==> src/rtl/video_timing_pkg.sv <==
// Timing constants, width_mode encoding and fetch geometry lookup
// for the MC6847X raster timing generator.
package video_timing_pkg;
  localparam int unsigned H_TOTAL   = 458;
  localparam int unsigned H_SYNC    = 29;
  localparam int unsigned V_TOTAL_N = 257;
  localparam int unsigned V_TOTAL_P = 310;
  localparam int unsigned V_SYNC    = 8;
  localparam int unsigned PORT_X    = 129;
  localparam int unsigned PORT_W    = 256;
  localparam int unsigned PORT_Y_N  = 63;
  localparam int unsigned PORT_Y_P  = 88;
  localparam int unsigned PORT_H    = 192;
  localparam int unsigned LEAD      = 8;
  localparam int unsigned CHAR_MAX  = 12;

  typedef enum logic [1:0] {
    WM_32B     = 2'b00,
    WM_16B     = 2'b01,
    WM_8B      = 2'b10,
    WM_32B_ALT = 2'b11
  } widthModeT;

  // Pixels per byte as a shift amount, plus bytes per line.
  typedef struct packed {
    logic [2:0] ppbLog2;
    logic [5:0] bpl;
  } fetchGeomT;

  function automatic fetchGeomT fetchGeom(input widthModeT mode);
    fetchGeomT g;
    case (mode)
      WM_16B:  g = '{ppbLog2: 3'd4, bpl: 6'd16};
      WM_8B:   g = '{ppbLog2: 3'd5, bpl: 6'd8};
      default: g = '{ppbLog2: 3'd3, bpl: 6'd32};
    endcase
    return g;
  endfunction
endpackage

==> src/rtl/video_timing_wrap_counter.sv <==
// Modulo counter: counts 0..limit while enabled, wraps to 0; clear wins over enable.
module wrap_counter #(
  parameter int unsigned WIDTH = 9
) (
  input  logic             clk,
  input  logic             reset_n,
  input  logic             clear,
  input  logic             enable,
  input  logic [WIDTH-1:0] limit,
  output logic [WIDTH-1:0] count,
  output logic             wrap
);
  assign wrap = enable && (count == limit);

  always_ff @(posedge clk or negedge reset_n) begin
    if (!reset_n)    count <= '0;
    else if (clear)  count <= '0;
    else if (enable) count <= wrap ? '0 : count + WIDTH'(1);
  end
endmodule

==> src/rtl/video_timing_gen.sv <==
// Raster timing generator: col/row counters, per-frame config latch,
// fetch strobes and character-cell sequencing, all outputs registered.
module video_timing_gen #(
  parameter int unsigned H_TOTAL   = video_timing_pkg::H_TOTAL,
  parameter int unsigned H_SYNC    = video_timing_pkg::H_SYNC,
  parameter int unsigned V_TOTAL_N = video_timing_pkg::V_TOTAL_N,
  parameter int unsigned V_TOTAL_P = video_timing_pkg::V_TOTAL_P,
  parameter int unsigned V_SYNC    = video_timing_pkg::V_SYNC,
  parameter int unsigned PORT_X    = video_timing_pkg::PORT_X,
  parameter int unsigned PORT_W    = video_timing_pkg::PORT_W,
  parameter int unsigned PORT_Y_N  = video_timing_pkg::PORT_Y_N,
  parameter int unsigned PORT_Y_P  = video_timing_pkg::PORT_Y_P,
  parameter int unsigned PORT_H    = video_timing_pkg::PORT_H,
  parameter int unsigned LEAD      = video_timing_pkg::LEAD,
  parameter int unsigned CHAR_MAX  = video_timing_pkg::CHAR_MAX
) (
  input  logic       clk,
  input  logic       reset_n,
  input  logic       format,
  input  logic [1:0] width_mode,
  input  logic [3:0] char_rows,
  output logic       hsn,
  output logic       fsn,
  output logic       hblank,
  output logic       vblank,
  output logic       de,
  output logic       fetch,
  output logic [4:0] byte_idx,
  output logic       preload,
  output logic [3:0] cell_line,
  output logic       rowclear,
  output logic [4:0] cell_row,
  output logic       frame_sof,
  output logic [8:0] col,
  output logic [8:0] row
);
  import video_timing_pkg::*;

  localparam int unsigned FETCH_X = PORT_X - LEAD;

  logic [8:0] colCnt, rowCnt;
  logic       colWrap, rowWrap;
  logic       cfgValid;
  logic [8:0] vtotL, portYL, vtotNext, portYNext, vtotEff, portYEff;
  logic [3:0] heightL, heightNext, heightEff;
  widthModeT  wmL;

  // Until the first clock after reset the live inputs stand in for the latch.
  assign vtotNext   = format ? 9'(V_TOTAL_P) : 9'(V_TOTAL_N);
  assign portYNext  = format ? 9'(PORT_Y_P) : 9'(PORT_Y_N);
  assign heightNext = (char_rows == 4'd0) ? 4'(CHAR_MAX) : char_rows;
  assign vtotEff    = cfgValid ? vtotL : vtotNext;
  assign portYEff   = cfgValid ? portYL : portYNext;
  assign heightEff  = cfgValid ? heightL : heightNext;

  wrap_counter #(.WIDTH(9)) colCtr (
    .clk(clk), .reset_n(reset_n), .clear(1'b0), .enable(1'b1),
    .limit(9'(H_TOTAL - 1)), .count(colCnt), .wrap(colWrap)
  );

  wrap_counter #(.WIDTH(9)) rowCtr (
    .clk(clk), .reset_n(reset_n), .clear(1'b0), .enable(colWrap),
    .limit(vtotEff - 9'd1), .count(rowCnt), .wrap(rowWrap)
  );

  always_ff @(posedge clk or negedge reset_n) begin
    if (!reset_n) begin
      cfgValid <= 1'b0;
      vtotL    <= 9'(V_TOTAL_N);
      portYL   <= 9'(PORT_Y_N);
      heightL  <= 4'(CHAR_MAX);
      wmL      <= WM_32B;
    end else begin
      cfgValid <= 1'b1;
      if (!cfgValid || rowWrap) begin
        vtotL   <= vtotNext;
        portYL  <= portYNext;
        heightL <= heightNext;
      end
      if (colCnt == '0) wmL <= widthModeT'(width_mode);
    end
  end

  logic [9:0] rowExt, portEnd, colExt;
  logic       rowActive, rowFirst, rowExit, colZero, colActive;
  logic       cellAdvance, cellClear, cellWrap;

  assign rowExt    = {1'b0, rowCnt};
  assign colExt    = {1'b0, colCnt};
  assign portEnd   = {1'b0, portYEff} + 10'(PORT_H);
  assign rowActive = (rowCnt >= portYEff) && (rowExt < portEnd);
  assign rowFirst  = (rowCnt == portYEff);
  assign rowExit   = (rowExt == portEnd);
  assign colZero   = (colCnt == '0);
  assign colActive = (colExt >= 10'(PORT_X)) && (colExt < 10'(PORT_X + PORT_W));

  // The row just below the viewport still advances (so a final wrap pulses
  // rowclear) but clears in the same edge, keeping the cell state at 0 outside.
  assign cellAdvance = colZero && ((rowActive && !rowFirst) || rowExit);
  assign cellClear   = colZero && (rowFirst || rowExit);

  wrap_counter #(.WIDTH(4)) cellCtr (
    .clk(clk), .reset_n(reset_n), .clear(cellClear), .enable(cellAdvance),
    .limit(heightEff - 4'd1), .count(cell_line), .wrap(cellWrap)
  );

  fetchGeomT  geom;
  logic [9:0] fetchOff, fetchIdx;
  logic       fetchHit;

  always_comb begin
    geom     = fetchGeom(wmL);
    fetchOff = colExt - 10'(FETCH_X);
    fetchIdx = fetchOff >> geom.ppbLog2;
    fetchHit = rowActive && (colExt >= 10'(FETCH_X))
            && ((fetchOff & ((10'd1 << geom.ppbLog2) - 10'd1)) == 10'd0)
            && (fetchIdx < {4'd0, geom.bpl});
  end

  always_ff @(posedge clk or negedge reset_n) begin
    if (!reset_n) begin
      hsn       <= 1'b1;
      fsn       <= 1'b1;
      hblank    <= 1'b1;
      vblank    <= 1'b1;
      de        <= 1'b0;
      fetch     <= 1'b0;
      byte_idx  <= '0;
      preload   <= 1'b0;
      rowclear  <= 1'b0;
      cell_row  <= '0;
      frame_sof <= 1'b0;
      col       <= '0;
      row       <= '0;
    end else begin
      hsn       <= colCnt >= 9'(H_SYNC);
      fsn       <= rowCnt >= 9'(V_SYNC);
      hblank    <= !colActive;
      vblank    <= !rowActive;
      de        <= colActive && rowActive;
      fetch     <= fetchHit;
      byte_idx  <= fetchHit ? fetchIdx[4:0] : '0;
      preload   <= fetchHit && (fetchIdx == 10'd0);
      rowclear  <= cellWrap;
      frame_sof <= colZero && (rowCnt == '0);
      col       <= colCnt;
      row       <= rowCnt;
      if (cellClear)                             cell_row <= '0;
      else if (cellWrap && (cell_row != 5'd31)) cell_row <= cell_row + 5'd1;
    end
  end
endmodule

==> config.mk <==
export PLATFORM = sky130hd
export DESIGN_NAME = video_timing_gen
export DESIGN_NICKNAME = d
export VERILOG_FILES = /design/src/rtl/video_timing_pkg.sv /design/src/rtl/video_timing_wrap_counter.sv /design/src/rtl/video_timing_gen.sv
export SDC_FILE = /design/constraint.sdc
export NUM_CORES = 1
export LEC_CHECK = 0
export BUFFER_PORTS_ARGS = -buffer_cell sky130_fd_sc_hd__buf_2
export CAP_MARGIN = 10
export CORE_MARGIN = 3
export CORE_UTILIZATION = 50
export DETAILED_ROUTE_END_ITERATION = 6
export PLACE_DENSITY_LB_ADDON = 0.2
export SETUP_SLACK_MARGIN = 0.02
export SYNTH_ARGS = -nofsm -noshare
export SYNTH_HDL_FRONTEND = slang
export SYNTH_SLANG_ARGS = --single-unit
export TNS_END_PERCENT = 1
==> constraint.sdc <==
create_clock -name clk -period 7.1 [get_ports clk]
set_clock_uncertainty 0.2 [all_clocks]
set_input_delay 0 -clock clk [delete_from_list [all_inputs] [get_ports clk]]
set_output_delay 0 -clock clk [all_outputs]
set_load 0.01 [all_outputs]
# After elaboration in Yosys (flattened, before gate mapping)
# Cells that the tools add are included.
[totals] input_bits=9 elab_cells=92 reg_bits=84 output_inout_bits=41
[op_classes] n_bitwise=1 shift=2 n_lt_le_gt_ge=8 addsub=9 n_reduce_logical=28 n_eq_ne=8 muxes=15
[op_table] op="$mux W9" n=4
[op_table] op="$logic_not A10 Y1" n=2
[op_table] op="$mux W4" n=5
[op_table] op="$add A9 B1 Y9 const B" n=2
[op_table] op="$eq A9 B9 Y1" n=2
[op_table] op="$logic_not A9 Y1" n=2
[op_table] op="$pmux W9 S2" n=1
[op_table] op="$mux W5" n=3
[op_table] op="$logic_and A1 B1 Y1" n=14
[op_table] op="$add A9 B8 Y10 const B" n=1
[op_table] op="$and A10 B10 Y10" n=1
[op_table] op="$eq A9 B10 Y1" n=1
[op_table] op="$lt A10 B6 Y1" n=1
[op_table] op="$lt A9 B10 Y1" n=1
[op_table] op="$shl A1 B3 Y10 const A" n=1
[op_table] op="$shr A10 B3 Y10" n=1
[op_table] op="$sub A10 B1 Y10 const B" n=1
[op_table] op="$sub A9 B7 Y10 const B" n=1
[op_table] op="$eq A9 B9 Y1 const B" n=1
[op_table] op="$ge A9 B4 Y1 const B" n=1
[op_table] op="$ge A9 B5 Y1 const B" n=1
[op_table] op="$ge A9 B7 Y1 const B" n=1
[op_table] op="$ge A9 B8 Y1 const B" n=1
[op_table] op="$ge A9 B9 Y1" n=1
[op_table] op="other kinds (15)" n=21

# Logic depth before layout (Yosys ltp)
# Gate-level depths: netlist of run 1.
[depth] depth_word=12 depth_mapped=12 mapped_depth_nobuf=12

# Hierarchy
# From an unflattened synthesis of run 1, not the netlist that was laid out.
[unflattened] hier_cells=393 area_unflattened_um2=4100.2
[modules_own_cells] module="video_timing_gen" seq_area_each_um2=1159.9 cells_each=253 n_inst=1 area_per_inst_um2=2671.3
[modules_own_cells] module="wrap_counter (colCtr ...)" seq_area_each_um2=225.2 cells_each=57 n_inst=2 area_per_inst_um2=579.3
[modules_own_cells] module="wrap_counter (cellCtr)" seq_area_each_um2=100.1 cells_each=26 n_inst=1 area_per_inst_um2=270.3

# Worst setup path before layout of run 1
# Ideal clock, no wire load.
[synth_path] path_type="register to register" from="register colCtr.count[0]" to="register preload" setup_ps=155 arrival_time_ps=2665 path_buffers=0 path_stages_with_launch=13 slack_ps=4081 required_time_ps=6745 period_less_slack_ps=3019 cell_sequence="dfrtp_1 > inv_1 > ha_1 > nor2b_1 > or3_1 > nand3_1 > o21ai_0 > a21oi_1 > ha_1 > nand2b_1 > a211oi_1 > nor3_1 > nor4_1"
[synth_via] elab_chain_cells=6 word_cells_on_any_way=11 cone_classes="1 x add/sub; 2 x order compare; 1 x shift; 1 x bitwise; 6 x reduce/logical"
[synth_rtl] item="from (decl)" line_no="video_timing_wrap_counter.sv:10" text="output logic [WIDTH-1:0] count,"
[synth_rtl] item="from (signal assigned)" line_no="video_timing_wrap_counter.sv:18" text="else if (enable) count <= wrap ? '0 : count + WIDTH'(1);"
[synth_rtl] item="parallel branches: the longest is 5 deep, another holds $sub A9 B7 Y10"
[synth_rtl] item="$logic_and A1 B1 Y1 *" line_no="video_timing_gen.sv:143" text="preload <= fetchHit && (fetchIdx == 10'd0);"
[synth_rtl] item="to (signal assigned)" line_no="video_timing_gen.sv:143"
[synth_rtl] item="to (decl)" line_no="video_timing_gen.sv:29" text="output logic preload,"
# Mark *: on every way between the ends.
# A chain may end at the register's enable or synchronous reset.

# Worst setup path after layout of run 1
[layout_path] from="register wmL[1]" to="register byte_idx[3]"
[layout_via] elab_chain_cells=9 word_cells_on_any_way=12 cone_classes="1 x add/sub; 1 x order compare; 2 x eq/ne; 2 x shift; 2 x mux; 1 x bitwise; 3 x reduce/logical"
[layout_rtl] item="from (decl)" line_no="video_timing_gen.sv:46" text="widthModeT wmL;"
[layout_rtl] item="from (signal assigned)" line_no="video_timing_gen.sv:80" text="if (colCnt == '0) wmL <= widthModeT'(width_mode);"
[layout_rtl] item="$eq A2 B2 Y1 / $eq A2 B1 Y1 (equally long branches)" line_no="video_timing_pkg.sv:32" text="case (mode)"
[layout_rtl] item="$pmux W9 S2 *" line_no="video_timing_pkg.sv:32"
[layout_rtl] item="$shl A1 B3 Y10" line_no="video_timing_gen.sv:116" text="&& ((fetchOff & ((10'd1 << geom.ppbLog2) - 10'd1)) == 10'd0)"
[layout_rtl] item="$sub A10 B1 Y10" line_no="video_timing_gen.sv:116"
[layout_rtl] item="$and A10 B10 Y10" line_no="video_timing_gen.sv:116"
[layout_rtl] item="$logic_not A10 Y1" line_no="video_timing_gen.sv:116"
[layout_rtl] item="$logic_and A1 B1 Y1" line_no="video_timing_gen.sv:116"
[layout_rtl] item="$logic_and A1 B1 Y1" line_no="video_timing_gen.sv:117" text="&& (fetchIdx < {4'd0, geom.bpl});"
[layout_rtl] item="$mux W5 *" line_no="video_timing_gen.sv:142" text="byte_idx <= fetchHit ? fetchIdx[4:0] : '0;"
[layout_rtl] item="to (signal assigned)" line_no="video_timing_gen.sv:142"
[layout_rtl] item="to (decl)" line_no="video_timing_gen.sv:28" text="output logic [4:0] byte_idx,"
# Mark *: on every way between the ends. The rest lies on a longest branch, timed or not.

==> flow_summary.json, run 1 <==
{
  "dpl.cell_count": 553,
  "insertion_delay_ns": 0.35,
  "die_area_um2": 9326,
  "postCtsSetupBuffers": 0,
  "cts_buffer_depth": 2,
  "drv_cap": 0,
  "synth.avg_cell_area_um2": 9.742,
  "fp-row-count": 32,
  "post-route-drc-count": 0,
  "root_buffer": "clkbuf_8",
  "port_buffers": 49,
  "clock-sinks": 68,
  "num_antenna_cells": 0,
  "synth_edf_count": 0,
  "async_flop_share": 1.000,
  "grt_pass1_wl_um": 14530,
  "vias": 3295,
  "synth_area_leaders": "dfrtp_1 (37%), ha_1 (7.0%), dfstp_2 (4.5%)",
  "place_congestion": 0.8933,
  "peakVddDrop_v": 0.00009201,
  "area_delta_synth_final_pct": 15.13,
  "rsz0062_at_grt": "false",
  "netlist_area_um2": 4101,
  "numCtsBuffers": 9,
  "stdcell_count": 578,
  "cts_tree": "yes",
  "start_util": 0.5226,
  "fin_nets": 503,
  "synth_flop_cell": "dfrtp_1",
  "finalSetupViolCount": 0,
  "yosysWarnings": 0,
  "cp_data_arrival_time_ns": 3.64,
  "vias_per_cell": 5.701,
  "h-tree-depth": 3,
  "cp_max_fo": 13,
  "grt_max_degree": 69,
  "ys_ff_latch": 68,
  "p_leak_nw": 1.993,
  "slew_headroom": 0.4491,
  "total_power_mw": 0.8692,
  "ios": 50,
  "dp_hpwl_um": 6094,
  "core_area_um2": 7848,
  "netlist.area_leader.share": 0.3722,
  "cp-end-kind": "flip-flop",
  "wire_per_inst_um": 15.07,
  "syn_nets": 453,
  "hp-class": "in -> async",
  "wl_um": 8710,
  "ant_nets": 0,
  "yosys.area.top_type": "dfrtp_1",
  "fmax_ghz": 0.2770,
  "slew_violations": 0,
  "grt_usage": 0.1994,
  "fin_crit_ns": 3.609,
  "fin_crit_sh": 0.5084,
  "finalSetupTns_ns": 0,
  "grt_pass1_vias": 3062,
  "antenna_found_initial": 0,
  "yosysUniqueCellTypes": 73,
  "clk_pin_slew_ns": 0.08,
  "cp-start-kind": "flip-flop",
  "first_pass_iters": 5,
  "worstSetupPathType": "reg -> reg",
  "drtIter0Drc": 159,
  "outcome": "complete, no violations",
  "syn_inst": 421,
  "hold_viol_final": 0,
  "die_w_um": 96.57,
  "grt-ovfl-total": 0,
  "drive_above_1_share": 0.2227,
  "synth_seq_area_share": 0.4170,
  "max_slew.worst_pin.slew_ns": 0.8200,
  "p_per_area_nw_per_um2": 184.1,
  "worstPathRequired_ns": 7.13,
  "layout_commonest_cell": "dfrtp_1",
  "die_y_um": 96.57,
  "final_cell_mix": "dfrtp_1 (61), buf_2 (49), nand2_1 (40)"
}
==> critical path, cell delays in order (launching register included) <==
cell,delay [ns]
dfrtp_1,0.40
inv_1,0.11
ha_1,0.41
clkinv_1,0.36
mux2i_1,0.23
a21oi_1,0.08
a311oi_1,0.38
a21oi_1,0.12
ha_1,0.25
a2111oi_1,0.38
nor3_1,0.22
a2111oi_2,0.37
==> final timing paths <==
kind	start	end	slack, ns	depth (start not counted)
max	wmL[1]$_DFFE_PN0P_	byte_idx[3]$_DFF_PN0_	3.49	11
min	reset_n	col[3]$_DFF_PN0_	0.17	3
max reg2reg	wmL[1]$_DFFE_PN0P_	byte_idx[3]$_DFF_PN0_	3.49	11
min reg2reg	rowCtr.count[0]$_DFFE_PN0N_	row[0]$_DFF_PN0_	0.27	0
max in group asynchronous	reset_n	cell_row[2]$_DFFE_PN0P_	6.00	3
min in group clk	format	portYL[5]$_DFFE_PN1P_	0.17	3
==> per-stage QoR <==
step	area, um^2	setup slack (ns)	utilization	hold WS (ns)
2_1_floorplan	4101	4.081	-	-0.4956
3_3_place_gp	4392	3.720	0.5596	-0.006690
3_5_place_dp	4392	3.571	0.5596	-0.001540
4_1_cts	4722	3.555	0.6017	0.1638
5_1_grt	4722	3.251	0.6017	0.2016
6_report	4722	3.491	0.6017	0.1670
==> area by class of cell <==
type	instances	area, um^2
Sequential cell	68	1710
Clock buffer	10	127.6
Multi-Input combinational cell	316	2230
Tap cell	102	127.6
Timing Repair Buffer	61	357.8
Inverter	15	56.30
Fill cell	693	3126
Clock inverter	6	112.6
==> layer usage <==
| layer | vias up | global-route usage | part of all wire |
|---|---|---|---|
| met3 | 9 | 0.02943 | 0.047 |
| met1 | 1579 | 0.2804 | 0.49 |
| met4 | 0 | 0.08294 | 0.013 |
| li1 | 1623 | - | - |
| met5 | - | 0 | 0 |
| met2 | 84 | 0.3075 | 0.45 |
==> Yosys cell counts, types with 3 or more instances <==
cell and number:
dfrtp_1 61, nand2_1 40, nor2_1 28, o21ai_0 25, ha_1 23, a21oi_1 16, inv_1 14, nand3_1 14
clkbuf_1 13, mux2i_1 13, nor3_1 12, nand2b_1 10, xnor2_1 10, xor2_1 8, dfstp_2 7, nor2b_1 7
or3_1 7, mux2_2 6, nand4_1 6, a211oi_1 5, buf_2 5, nor4_1 5, o2111ai_1 5, or2_2 5
a211o_1 4, a21o_1 4, nand3b_1 4, and3_1 3, and4_1 3, nand4b_1 3, o211ai_1 3
==> logic make-up (layout without fill, tap and decap cells) <==
family,Yosys count,after routing,share of synthesized area
simple gates,161,161,0.2139
buf+inv,37,92,0.03935
mux,19,19,0.04820
flops,68,68,0.4170
compound gates,94,94,0.1721
other cells,1,1,0.0009143
fa+ha+maj,23,23,0.07017
xor+xnor,18,18,0.03844
==> where the power goes <==
part | internal (mW) | total, mW | switching (mW) | leakage [nW]
Clock | 0.234 | 0.384 | 0.150 | 0.120
Sequential | 0.395 | 0.401 | 0.00603 | 0.793
Combinational | 0.0336 | 0.0842 | 0.0505 | 1.08
Total | 0.663 | 0.869 | 0.206 | 1.99
==> sequential cells by signal, indices dropped and copies added (netlist names), 2 cells and up <==
register       flops
col                9
wmL                2
row                9
cellCtr.count      4
byte_idx           5
rowCtr.count       9
heightL            4
colCtr.count       9
cell_row           5
==> repair_timing <==
action                    4_1_cts  5_1_grt
resized for setup               0        0
hold endpoints to repair       69        0
hold buffers                    9        0
No activity file was read; power rests on OpenSTA's default activity.
==> run 2, diff against run 1 <==
==> constraint.sdc (replaced) <==
create_clock -name clk -period 3.2 [get_ports clk]
set_clock_uncertainty 0.2 [all_clocks]
set_input_delay 0 -clock clk [delete_from_list [all_inputs] [get_ports clk]]
set_output_delay 0 -clock clk [all_outputs]
set_load 0.01 [all_outputs]
==> flow_summary.json, run 2 (synthesis gave the netlist of run 1 again) <==
{
  "outcome": "complete, no violations",
  "final_cell_mix": "dfrtp_1 (59), buf_2 (49), nand2_1 (40)",
  "seq_power_share": 0.509,
  "core_area_um2": 7848,
  "grt_pass1_wl_um": 15790,
  "place_congestion": 0.9084,
  "first_pass_iters": 4,
  "die_w_um": 96.57,
  "fp-row-count": 32,
  "post-route-drc-count": 0,
  "port_buffers": 49,
  "hp-class": "in -> async",
  "numCtsBuffers": 9,
  "insertion_delay_ns": 0.34,
  "antenna_found_initial": 0,
  "worstSetupPathType": "reg -> reg",
  "total_power_mw": 1.744,
  "drv_cap": 0,
  "fmax_ghz": 0.3356,
  "fin_nets": 527,
  "vias": 3398,
  "vias_per_cell": 5.645,
  "wire_per_inst_um": 15.38,
  "slew_headroom": 0.4450,
  "root_buffer": "clkbuf_8",
  "worstPathRequired_ns": 3.27,
  "fin_crit_ns": 2.979,
  "drive_above_1_share": 0.2780,
  "ant_nets": 0,
  "start_util": 0.5226,
  "slew_violations": 0,
  "ios": 50,
  "cp-start-kind": "flip-flop",
  "layout_commonest_cell": "dfrtp_1",
  "grt_max_degree": 69,
  "h-tree-depth": 3,
  "rsz0062_at_grt": "true",
  "hold_viol_final": 0,
  "finalSetupViolCount": 0,
  "dp_hpwl_um": 6555,
  "clk_pin_slew_ns": 0.07,
  "comb_power_share": 0.116,
  "clock-sinks": 68,
  "cp_data_arrival_time_ns": 3.05,
  "peakVddDrop_v": 0.0001892,
  "clockPowerShare": 0.374,
  "die_area_um2": 9326,
  "cts_buffer_depth": 2,
  "grt_pass1_vias": 3231,
  "postCtsSetupBuffers": 0,
  "cp-end-kind": "flip-flop",
  "p_leak_nw": 2.086,
  "finalSetupTns_ns": 0,
  "switching_share": 0.2648,
  "p_sw_mw": 0.4618,
  "fin_crit_sh": 0.9310,
  "grt_usage": 0.2165,
  "cp_max_fo": 8,
  "num_antenna_cells": 0,
  "die_y_um": 96.57,
  "grt-ovfl-total": 0,
  "max_slew.worst_pin.slew_ns": 0.8325,
  "wl_um": 9260,
  "p_int_mw": 1.282,
  "cts_tree": "yes",
  "drtIter0Drc": 136,
  "stdcell_count": 602,
  "area_delta_synth_final_pct": 19.01,
  "dpl.cell_count": 577,
  "p_per_area_nw_per_um2": 357.3
}
[run 2: changes by cell type in the layout (fill, tap and decap cells not counted), sizes merged]
cell      before  now
buf           52   76
bufinv         3    0
clkbuf        10   12
clkinvlp       0    2
clkinv         4    3
[run 2: repair_timing]
item,in CTS,in global routing
endpoints found under the hold margin,69,0
resized for setup,0,11
setup endpoints to repair,0,14
hold buffers,9,0
[run 2: area by class of cell]
type                    count  area [um^2]
fillers                   707         2967
clock buffers              12        155.1
multi-input cells         316         2266
clock inverters             4        25.02
well taps                 102        127.6
repair buffers             85        538.0
flip-flops and latches     68         1713
inverters                  15        56.30
[run 2: metrics by stage]
step           setup WS (ns)  utilization  hold slack, ns  area [um^2]
5_1_grt              0.02572       0.6220          0.2079         4881
4_1_cts               0.1036       0.6170          0.1831         4842
2_1_floorplan         0.1807            -         -0.4956         4101
6_report              0.2207       0.6220          0.1816         4881
3_3_place_gp          0.2760       0.5826       -0.004103         4572
3_5_place_dp          0.1528       0.5826        0.009497         4572
[run 2: metal layers]
layer,global-route usage,wire [um],vias up
li1,-,-,1673
met1,0.3094,4471,1626
met2,0.3293,4154,84
met3,0.03408,461,15
met4,0.08411,173,0
met5,0,0,-
[run 2: power groups by stage]
stage | sequential, mW | clock [mW] | combinational (mW)
after detailed placement | 0.904 | 0 | 0.191
after floorplan | 0.904 | 0 | 0.128
after global routing | 0.890 | 0.711 | 0.226
after CTS | 0.888 | 0.670 | 0.201
final | 0.888 | 0.653 | 0.203
after global placement | 0.904 | 0 | 0.186
[run 2: worst paths after layout]
kind,slack (ns),to,cells after the start,start
worst max register to register,0.22,cell_row[4]$_DFFE_PN0P_,9,cfgValid$_DFF_PN0_
worst min register to register,0.26,row[0]$_DFF_PN0_,0,rowCtr.count[0]$_DFFE_PN0N_
max in group asynchronous,2.05,colCtr.count[5]$_DFF_PN0_,3,reset_n
worst min-delay path,0.18,colCtr.count[7]$_DFF_PN0_,3,reset_n
min in group clk,0.19,portYL[5]$_DFFE_PN1P_,3,format
worst max-delay path,0.22,cell_row[4]$_DFFE_PN0P_,9,cfgValid$_DFF_PN0_
[run 2: critical path, stage by stage, from the launching register on]
cell and delay [ns]:
dfrtp_1 0.46, nor2b_1 0.23, a21oi_2 0.11, ha_1 0.33, nor3b_1 0.29, nand3_1 0.13, a211oi_2 0.31, o2111ai_1 0.29
a21oi_2 0.33, mux2i_1 0.21
==> run 3, diff against run 2 <==
==> constraint.sdc (replaced) <==
create_clock -name clk -period 3.45 [get_ports clk]
set_clock_uncertainty 0.2 [all_clocks]
set_input_delay 0 -clock clk [delete_from_list [all_inputs] [get_ports clk]]
set_output_delay 0 -clock clk [all_outputs]
set_load 0.01 [all_outputs]
==> flow_summary.json, run 3 (synthesis gave the netlist of run 1 again) <==
{
  "vias": 3364,
  "grt_pass1_wl_um": 15010,
  "die_w_um": 96.57,
  "cp-end-kind": "flip-flop",
  "wl_um": 9014,
  "fmax_ghz": 0.3154,
  "p_per_area_nw_per_um2": 358.1,
  "p_leak_nw": 2.038,
  "slew_violations": 0,
  "finalSetupViolCount": 0,
  "die_y_um": 96.57,
  "cp-start-kind": "flip-flop",
  "layout_commonest_cell": "dfrtp_1",
  "met1_usage": 0.2856,
  "drive_above_1_share": 0.2561,
  "cp_max_fo": 8,
  "cts_buffer_depth": 2,
  "fin_crit_sh": 0.9191,
  "clk_pin_slew_ns": 0.08,
  "drtIter0Drc": 163,
  "final_cell_mix": "dfrtp_1 (57), buf_2 (49), nand2_1 (40)",
  "outcome": "complete, no violations",
  "max_slew.worst_pin.slew_ns": 0.8086,
  "switching_share": 0.2530,
  "die_area_um2": 9326,
  "grt-ovfl-total": 0,
  "core_area_um2": 7848,
  "ios": 50,
  "wire_per_inst_um": 15.28,
  "port_buffers": 49,
  "grt_pass1_vias": 3244,
  "seq_power_share": 0.478,
  "root_buffer": "clkbuf_8",
  "gr-usage-met2": 0.3201,
  "worstSetupPathType": "reg -> reg",
  "hp-class": "in -> async",
  "cp_data_arrival_time_ns": 3.20,
  "top_usage_layer": "met2",
  "place_area_um2": 4482,
  "slew_headroom": 0.4610,
  "fin_crit_ns": 3.171,
  "area_delta_synth_final_pct": 17.30,
  "antenna_found_initial": 0,
  "drv_cap": 0,
  "p_sw_mw": 0.4358,
  "start_util": 0.5226,
  "hold_viol_final": 0,
  "total_power_mw": 1.723,
  "clock-sinks": 68,
  "fin_area_um2": 4811,
  "place_congestion": 0.9333,
  "num_antenna_cells": 0,
  "r2r_cells": 12,
  "gr-usage-met3": 0.03486,
  "rsz0062_at_grt": "true",
  "h-tree-depth": 3,
  "fin_nets": 515,
  "first_pass_iters": 4,
  "clockPowerShare": 0.414,
  "finalSetupTns_ns": 0,
  "vias_per_cell": 5.702,
  "cts_tree": "yes",
  "grt_max_degree": 40,
  "insertion_delay_ns": 0.34,
  "dp_hpwl_um": 6511,
  "ant_nets": 0,
  "p_int_mw": 1.287,
  "fp-row-count": 32,
  "peakVddDrop_v": 0.0002445,
  "grt_usage": 0.2041,
  "numCtsBuffers": 9,
  "comb_power_share": 0.108,
  "post-route-drc-count": 0,
  "worstPathRequired_ns": 3.48
}
==> run 3: worst paths after layout <==
path	slack, ns	start	end
worst min-delay path	0.09	reset_n	col[4]$_DFF_PN0_
worst min register to register	0.27	rowCtr.count[0]$_DFFE_PN0N_	row[0]$_DFF_PN0_
worst max-delay path	0.28	colCtr.count[1]$_DFF_PN0_	byte_idx[3]$_DFF_PN0_
min in group clk	0.18	format	portYL[5]$_DFFE_PN1P_
max in group asynchronous	2.11	reset_n	heightL[2]$_DFFE_PN1P_
worst max register to register	0.28	colCtr.count[1]$_DFF_PN0_	byte_idx[3]$_DFF_PN0_
==> run 3: metrics by stage <==
| stage | setup slack (ns) | instances | hold slack [ns] | utilization |
|---|---|---|---|---|
| after floorplan | 0.4307 | 421 | -0.4956 | - |
| final | 0.2791 | 590 | 0.08758 | 0.6130 |
| after detailed placement | 0.2316 | 565 | -0.05424 | 0.5711 |
| after global placement | 0.4001 | 565 | -0.06408 | 0.5711 |
| after CTS | 0.1988 | 590 | 0.1173 | 0.6107 |
| after global routing | 0.01280 | 590 | 0.1826 | 0.6130 |
==> run 3: power by group through the flow <==
| stage | combinational (mW) | clock (mW) | sequential, mW |
|---|---|---|---|
| after floorplan | 0.119 | 0 | 0.838 |
| after global placement | 0.172 | 0 | 0.838 |
| after detailed placement | 0.178 | 0 | 0.839 |
| after CTS | 0.187 | 0.723 | 0.823 |
| after global routing | 0.207 | 0.758 | 0.825 |
| final | 0.186 | 0.714 | 0.823 |
==> run 3: final cells by class <==
cell class	instances	area (um^2)
fillers	704	3037
inverters	15	56.30
clock buffers	12	165.2
repair buffers	73	447.9
clock inverters	4	55.05
well taps	102	127.6
multi-input cells	316	2243
flip-flops and latches	68	1715
==> run 3: critical path, cell delays in order, from the launching register on <==
cell	delay [ns]
dfrtp_2	0.47
inv_1	0.12
ha_1	0.22
nand2b_1	0.18
a21o_1	0.24
a311oi_2	0.32
a21oi_1	0.10
ha_1	0.23
nand2b_1	0.15
a211oi_1	0.24
nor3_1	0.09
buf_4	0.17
a2111oi_2	0.34
==> run 3: per-layer routing <==
layer	vias up	wire [um]
met3	10	453
met4	0	102
li1	1648	-
met1	1616	4264
met5	-	0
met2	90	4193
==> run 3: what timing repair did <==
| action | 4_1_cts | 5_1_grt |
|---|---|---|
| gates resized for setup | 0 | 7 |
| hold buffers | 9 | 0 |
| endpoints found under the hold margin | 42 | 0 |
| setup buffers | 0 | 0 |
| endpoints found under the setup margin | 0 | 8 |
